File: src/rtl/magic_packet_injector.sv
// Stimulus generator for a FIFO under test: pushes a sequence-numbered stream, injects one
// magic packet flagged by start, tracks how many packets sit ahead of it, and pulses done when it leaves.
module magic_packet_injector #(
  parameter int               DEPTH        = 8,
  parameter int               WIDTH        = 8,
  parameter logic [WIDTH-1:0] MAGIC        = 8'hA5,
  parameter int               INJECT_AFTER = 3,
  parameter int               CNTWID       = $clog2(DEPTH) + 1
) (
  input  logic              clk,
  input  logic              rst,
  input  logic              go,
  input  logic              push_req,
  input  logic              pop_req,
  input  logic              full,
  input  logic              empty,
  output logic              push,
  output logic              pop,
  output logic [WIDTH-1:0]  data,
  output logic              start,
  output logic              busy,
  output logic              done,
  output logic [CNTWID-1:0] ahead
);

  typedef enum logic [2:0] {
    S_IDLE,
    S_PRE,
    S_INJECT,
    S_POST,
    S_DONE
  } state_t;

  localparam logic [15:0] PRE_LAST = (INJECT_AFTER == 0) ? 16'd0 : 16'(INJECT_AFTER - 1);

  state_t            state_q, state_d;
  logic [CNTWID-1:0] occ_q;
  logic [CNTWID-1:0] ahead_q;
  logic [WIDTH-1:0]  seq_q;
  logic [WIDTH-1:0]  seq_inc;
  logic [WIDTH-1:0]  seq_next;
  logic [15:0]       pre_cnt_q;
  logic              push_ok;

  // NOTE: every output and next-state value gets a default before the case statement,
  // so no path through this block can leave a signal unassigned and infer a latch.
  always_comb begin
    state_d  = state_q;
    push_ok  = (state_q == S_PRE) || (state_q == S_INJECT) || (state_q == S_POST);
    busy     = push_ok;
    push     = push_req & ~full & ~rst & push_ok;
    pop      = pop_req & ~empty & ~rst & (state_q != S_IDLE);
    start    = push & (state_q == S_INJECT);
    data     = (state_q == S_INJECT) ? MAGIC : seq_q;
    // Normal data never takes the magic value: step over it.
    seq_inc  = seq_q + WIDTH'(1);
    seq_next = (seq_inc == MAGIC) ? seq_q + WIDTH'(2) : seq_inc;

    case (state_q)
      S_IDLE:   if (go) state_d = (INJECT_AFTER == 0) ? S_INJECT : S_PRE;
      S_PRE:    if (push && pre_cnt_q == PRE_LAST) state_d = S_INJECT;
      S_INJECT: if (push) state_d = S_POST;
      S_POST:   if (pop && ahead_q == '0) state_d = S_DONE;
      S_DONE:   state_d = S_IDLE;
      default:  state_d = S_IDLE;
    endcase
  end

  // NOTE: sequential state uses non-blocking assignments so every register samples
  // the pre-edge values, independent of statement order.
  always_ff @(posedge clk) begin
    if (rst) begin
      state_q   <= S_IDLE;
      occ_q     <= '0;
      ahead_q   <= '0;
      seq_q     <= '0;
      pre_cnt_q <= '0;
      done      <= 1'b0;
    end else begin
      state_q <= state_d;
      done    <= (state_q == S_POST) && pop && (ahead_q == '0);

      if (push && !pop)      occ_q <= occ_q + CNTWID'(1);
      else if (pop && !push) occ_q <= occ_q - CNTWID'(1);

      if (push && state_q != S_INJECT) seq_q <= seq_next;

      if (state_q == S_IDLE && go)      pre_cnt_q <= '0;
      else if (state_q == S_PRE && push) pre_cnt_q <= pre_cnt_q + 16'd1;

      // A pop in the magic-push cycle removes an older entry, never the magic one.
      if (state_q == S_INJECT && push)
        ahead_q <= occ_q - CNTWID'(pop);
      else if (state_q == S_POST && pop && ahead_q != '0)
        ahead_q <= ahead_q - CNTWID'(1);
    end
  end

  assign ahead = ahead_q;

endmodule

File: config.mk
export PLATFORM = sky130hd
export DESIGN_NAME = magic_packet_injector
export DESIGN_NICKNAME = d
export VERILOG_FILES = /design/src/rtl/magic_packet_injector.sv
export SDC_FILE = /design/constraint.sdc
export NUM_CORES = 1
export LEC_CHECK = 0
export CORE_MARGIN = 2
export CORE_UTILIZATION = 45
export DETAILED_ROUTE_END_ITERATION = 8
export PLACE_DENSITY_LB_ADDON = 0.1
export SYNTH_ARGS = -nofsm -noshare
export SYNTH_HDL_FRONTEND = slang
export SYNTH_SLANG_ARGS = --single-unit
export TNS_END_PERCENT = 20
File: constraint.sdc
create_clock -name clk -period 6.19 [get_ports clk]
set_input_delay 1.857 -clock clk [delete_from_list [all_inputs] [get_ports clk]]
set_output_delay 1.857 -clock clk [all_outputs]
set_load 0.05 [all_outputs]
**Word-level counts from Yosys, hierarchy flattened**

Cells that the tools add are included.

- Memories: 0
- Bits in latches: 0
- Input port bits: 7
- Output and inout bits: 17
- Bits in read-only memories: 0
- Bits in registers: 36
- RAM bits: 0

- Reduce and logical (&&, ||, !) cells: 23
- Add/subtract/negate cells: 7
- Bitwise operators: 10
- Shift operators: 0
- Equality and inequality tests: 10
- Muxes and demuxes: 11
- Div/mod/pow operators: 0
- $lt $le $gt $ge: 0
- $mul: 0

Operators by type and width:

| operator | number |
|---|---|
| 16-bit by 1-bit adder with 16-bit output, second input constant | 1 |
| 16-bit by 2-bit equality test with 1-bit output, second input constant | 1 |
| 4-bit two-way mux | 4 |
| 8-bit two-way mux | 2 |
| 3-bit two-way mux | 4 |
| 3-bit case mux with 4 select lines | 1 |
| 1-bit logical AND | 11 |
| 8-bit by 1-bit adder with 8-bit output, second input constant | 1 |
| 8-bit by 2-bit adder with 8-bit output, second input constant | 1 |
| 8-bit equality test, second input constant | 1 |
| 4-bit by 1-bit subtractor with 4-bit output, second input constant | 2 |
| 1-bit AND | 7 |
| 3-bit by 2-bit equality test with 1-bit output, second input constant | 2 |
| 2-bit != test, second input constant | 3 |
| 4-bit by 1-bit adder with 4-bit output, second input constant | 1 |
| 4-bit zero test | 1 |
| 4-bit AND reduction | 1 |
| 2-bit nonzero test | 2 |
| 4-bit nonzero test | 1 |
| 4-bit by 1-bit subtractor with 4-bit output | 1 |
| 3-bit by 1-bit equality test with 1-bit output, second input constant | 1 |
| 3-bit zero test | 1 |
| 3-bit by 2-bit != test with 1-bit output, second input constant | 1 |
| 1-bit NOT | 3 |
| other kinds (5) | 7 |

**Depth between registers and ports, before layout**

- Depth in word-level cells: 8
- Gate-level depth with buffers: 11
- Gate-level depth less buffers: 10

**Worst setup path before layout**

OpenSTA, ideal clock, no wires.

- Path type: input to output
- Start: in rst
- End: out pop
- Cell stages on the path: 2
- Path buffers: 1
- Arrival: 3.960 ns
- Required time: 4.333 ns
- Slack: 0.373 ns
- Cell sequence: buf_2 nor4b_1

- Cells in the longest elaborated chain, start to end: 3

RTL lines:

| element | line | source |
|---|---|---|
| from (decl) | 11 | `input logic rst,` |
| 1-bit NOT | 52 | `pop = pop_req & ~empty & ~rst & (state_q != S_IDLE);` |
| 1-bit AND (2 in series) | 52 |  |
| to (decl) | 18 | `output logic pop,` |

No other way between the ends.

**Worst setup path in the final report**

- Start: in push_req
- End: out start

- Cells in the longest elaborated chain, start to end: 4

RTL lines:

| element | line | source |
|---|---|---|
| from (decl) | 13 | `input logic push_req,` |
| 1-bit AND (3 in series) | 51 | `push = push_req & ~full & ~rst & push_ok;` |
| 1-bit AND | 53 | `start = push & (state_q == S_INJECT);` |
| to (decl) | 20 | `output logic start,` |

No other way between the ends.

==> results.json <==
{
  "status": "finished clean",
  "diodes": 0,
  "coreArea_um2": 4750,
  "setup_ws_ps": 872,
  "synth.avg_cell_area_um2": 8.29,
  "cts_max_path_buffers": 2,
  "hold_class": "reg -> reg",
  "holdPathStages": 2,
  "wl_met2_mm": 2.30,
  "path_max_fanout": 7,
  "maxSlewHeadroom": 0.422,
  "grt_start_max_net_pins": 35,
  "vias": 1927,
  "powerDensity_nw_per_um2": 197,
  "netlist_instances": 270,
  "setup_violations": 0,
  "yosysTopAreaCell": "dfxtp_1",
  "die_area_um2": 5550,
  "leakage_uw": 0.000956,
  "cts_buffers": 5,
  "fp.dieH_um": 74.5,
  "startpoint_type": "input pin",
  "period_needed_ps": 5320,
  "postCtsSetupBuffers": 0,
  "io_buffer_count": 23,
  "maxUsedRoutingLayer": "met4",
  "slew_violations": 0,
  "rows": 25,
  "clock_latency_ps": 280,
  "cts.sinks": 36,
  "arrival_ps": 3460,
  "wl_met3_um": 167,
  "postCtsResizedCells": 0,
  "grt_setup_unrepaired": "no",
  "clockRootBuffer": "clkbuf_8",
  "cts_tree": "built",
  "ios": 24,
  "synth_cell_type_count": 50,
  "start_util": 0.471,
  "multi_input_area_um2": 1390,
  "reg2reg_depth": 9,
  "syn2layout_area_growth_pct": 18.4,
  "cp-startpoint": "push_req",
  "ant_nets": 0,
  "worst_pin_slew_ps": 855,
  "cts_hold_buf": 0,
  "worstPathRequired_ps": 4330,
  "wl_met1_mm": 2.37,
  "vdd_drop_max_uv": 75.4,
  "max-cap-violations": 0,
  "grt_pass1_wl_mm": 8.50,
  "grt_pass1_vias": 1846,
  "synth_enable_flop_cells": 0,
  "total_power_uw": 521,
  "grt-ovfl-total": 0,
  "die_x_um": 74.5,
  "mostFrequentLayoutCells": "dfxtp_1, nor2_1, clkdlybuf4s50_1",
  "dpl.hpwl_mm": 3.49,
  "netlist_area_um2": 2240,
  "synthTopCellsByArea": "dfxtp_1, ha_1, nor2_1",
  "finalWirelength_mm": 4.87,
  "drive_gt1_frac": 0.0903,
  "preCtsSetupSlack_ps": 859,
  "hold_start": "pre_cnt_q[15]",
  "end_kind": "output pin",
  "seqCellArea_um2": 721,
  "drc": 0,
  "firstDrtPassIters": 4,
  "reg2reg_slack_ps": 3250,
  "path_clk_slew_ps": 80,
  "antenna_found_initial": 0,
  "grt_use_total": 0.196,
  "finalCritPeriodShare": 0.859,
  "hold_violations": 0,
  "wire_per_inst_um": 13.7,
  "gp_congestion": 0.771,
  "async_flop_share": 0,
  "synth_top_area_frac": 0.322,
  "rr_startpoint": "state_q[2]",
  "max_freq_mhz": 188,
  "htreeDepth": 2,
  "ys_ff_latch": 36,
  "tns_ps": 0,
  "ys.flop_type": "dfxtp_1",
  "path_class": "in -> out",
  "viasPerCell": 5.43,
  "whs_ps": 479,
  "yosysWarnings": 0,
  "synth_nets": 290,
  "drt_iter0_markers": 162,
  "r2r_end": "occ_q[3]",
  "mostFrequentLayoutCell": "dfxtp_1",
  "ys_seq_area_frac": 0.322,
  "final_nets": 307,
  "min_to": "pre_cnt_q[15]",
  "clock-skew-final_ps": 7.14,
  "fillCellCount": 479
}
==> area by class of cell <==
cell class                 count  area share
timing repair buffer          25       0.104
sequential                    36       0.272
clock inverter                 1      0.0113
inverter                      14      0.0198
clock buffer                   7      0.0364
multi-input combinational    205       0.525
tap                           67      0.0316
==> how the worst max path moves through the flow <==
stage | cells past startpoint | slack, ps | to
2_1_floorplan | 2 | 370 | pop
3_3_place_gp | 5 | 900 | start
3_5_place_dp | 5 | 860 | start
4_1_cts | 5 | 850 | start
5_1_grt | 5 | 730 | start
6_report | 5 | 870 | start
==> flip-flops by register name (all words and copies together) (netlist names) <==
name and count:
ahead 4, seq_q 8, done 1, occ_q 4, state_q 3, pre_cnt_q 16
==> report_power, final <==
group | total [uW] | internal (uW) | switching, uW
logic | 53.8 | 23.3 | 30.5
clock network | 226 | 142 | 84.0
registers | 242 | 235 | 6.56
==> synth_stat cells (all sizes together) (4+ instances only) <==
library cell / n
nand4: 5
dfxtp: 36
nor2b: 10
buf: 5
nor4b: 6
ha: 12
xor2: 6
clkbuf: 10
inv: 14
o21ai: 4
nor4: 9
nor3: 9
nand2: 17
or3: 10
or2: 7
a21oi: 10
nand3: 7
nor2: 28
mux2i: 9
and3: 7
xnor2: 9
==> layer usage <==
layer,global-route usage,vias to the layer above
met5,0,-
met2,0.307,33
li1,-,998
met4,0.0575,0
met3,0.0379,2
met1,0.273,894
==> critical path, cell delays in order <==
cell	delay, ps
clkdlybuf4s50_1	520
nor4b_1	400
nand3b_1	300
inv_1	220
buf_12	160
==> per-stage QoR <==
| step | std cells | cell area (um2) | utilization |
|---|---|---|---|
| floorplan | 270 | 2240 | - |
| global placement | 347 | 2520 | 0.531 |
| detailed placement | 347 | 2520 | 0.531 |
| CTS | 355 | 2650 | 0.557 |
| global route | 355 | 2650 | 0.557 |
| finish | 355 | 2650 | 0.557 |
==> logic make-up (layout without fill, tap and decap cells) <==
group                    Yosys count  in the layout  share of synthesized area
multiplexers                      12             12                     0.0553
buffers and inverters             29             47                     0.0565
AND/OR/NAND/NOR                  132            132                      0.334
flip-flops                        36             36                      0.322
AO/OA/AOI/OAI                     33             33                     0.0978
adder cells (fa/ha/maj)           13             13                     0.0760
XOR/XNOR                          15             15                     0.0587
No activity file was read; power rests on OpenSTA's default activity.
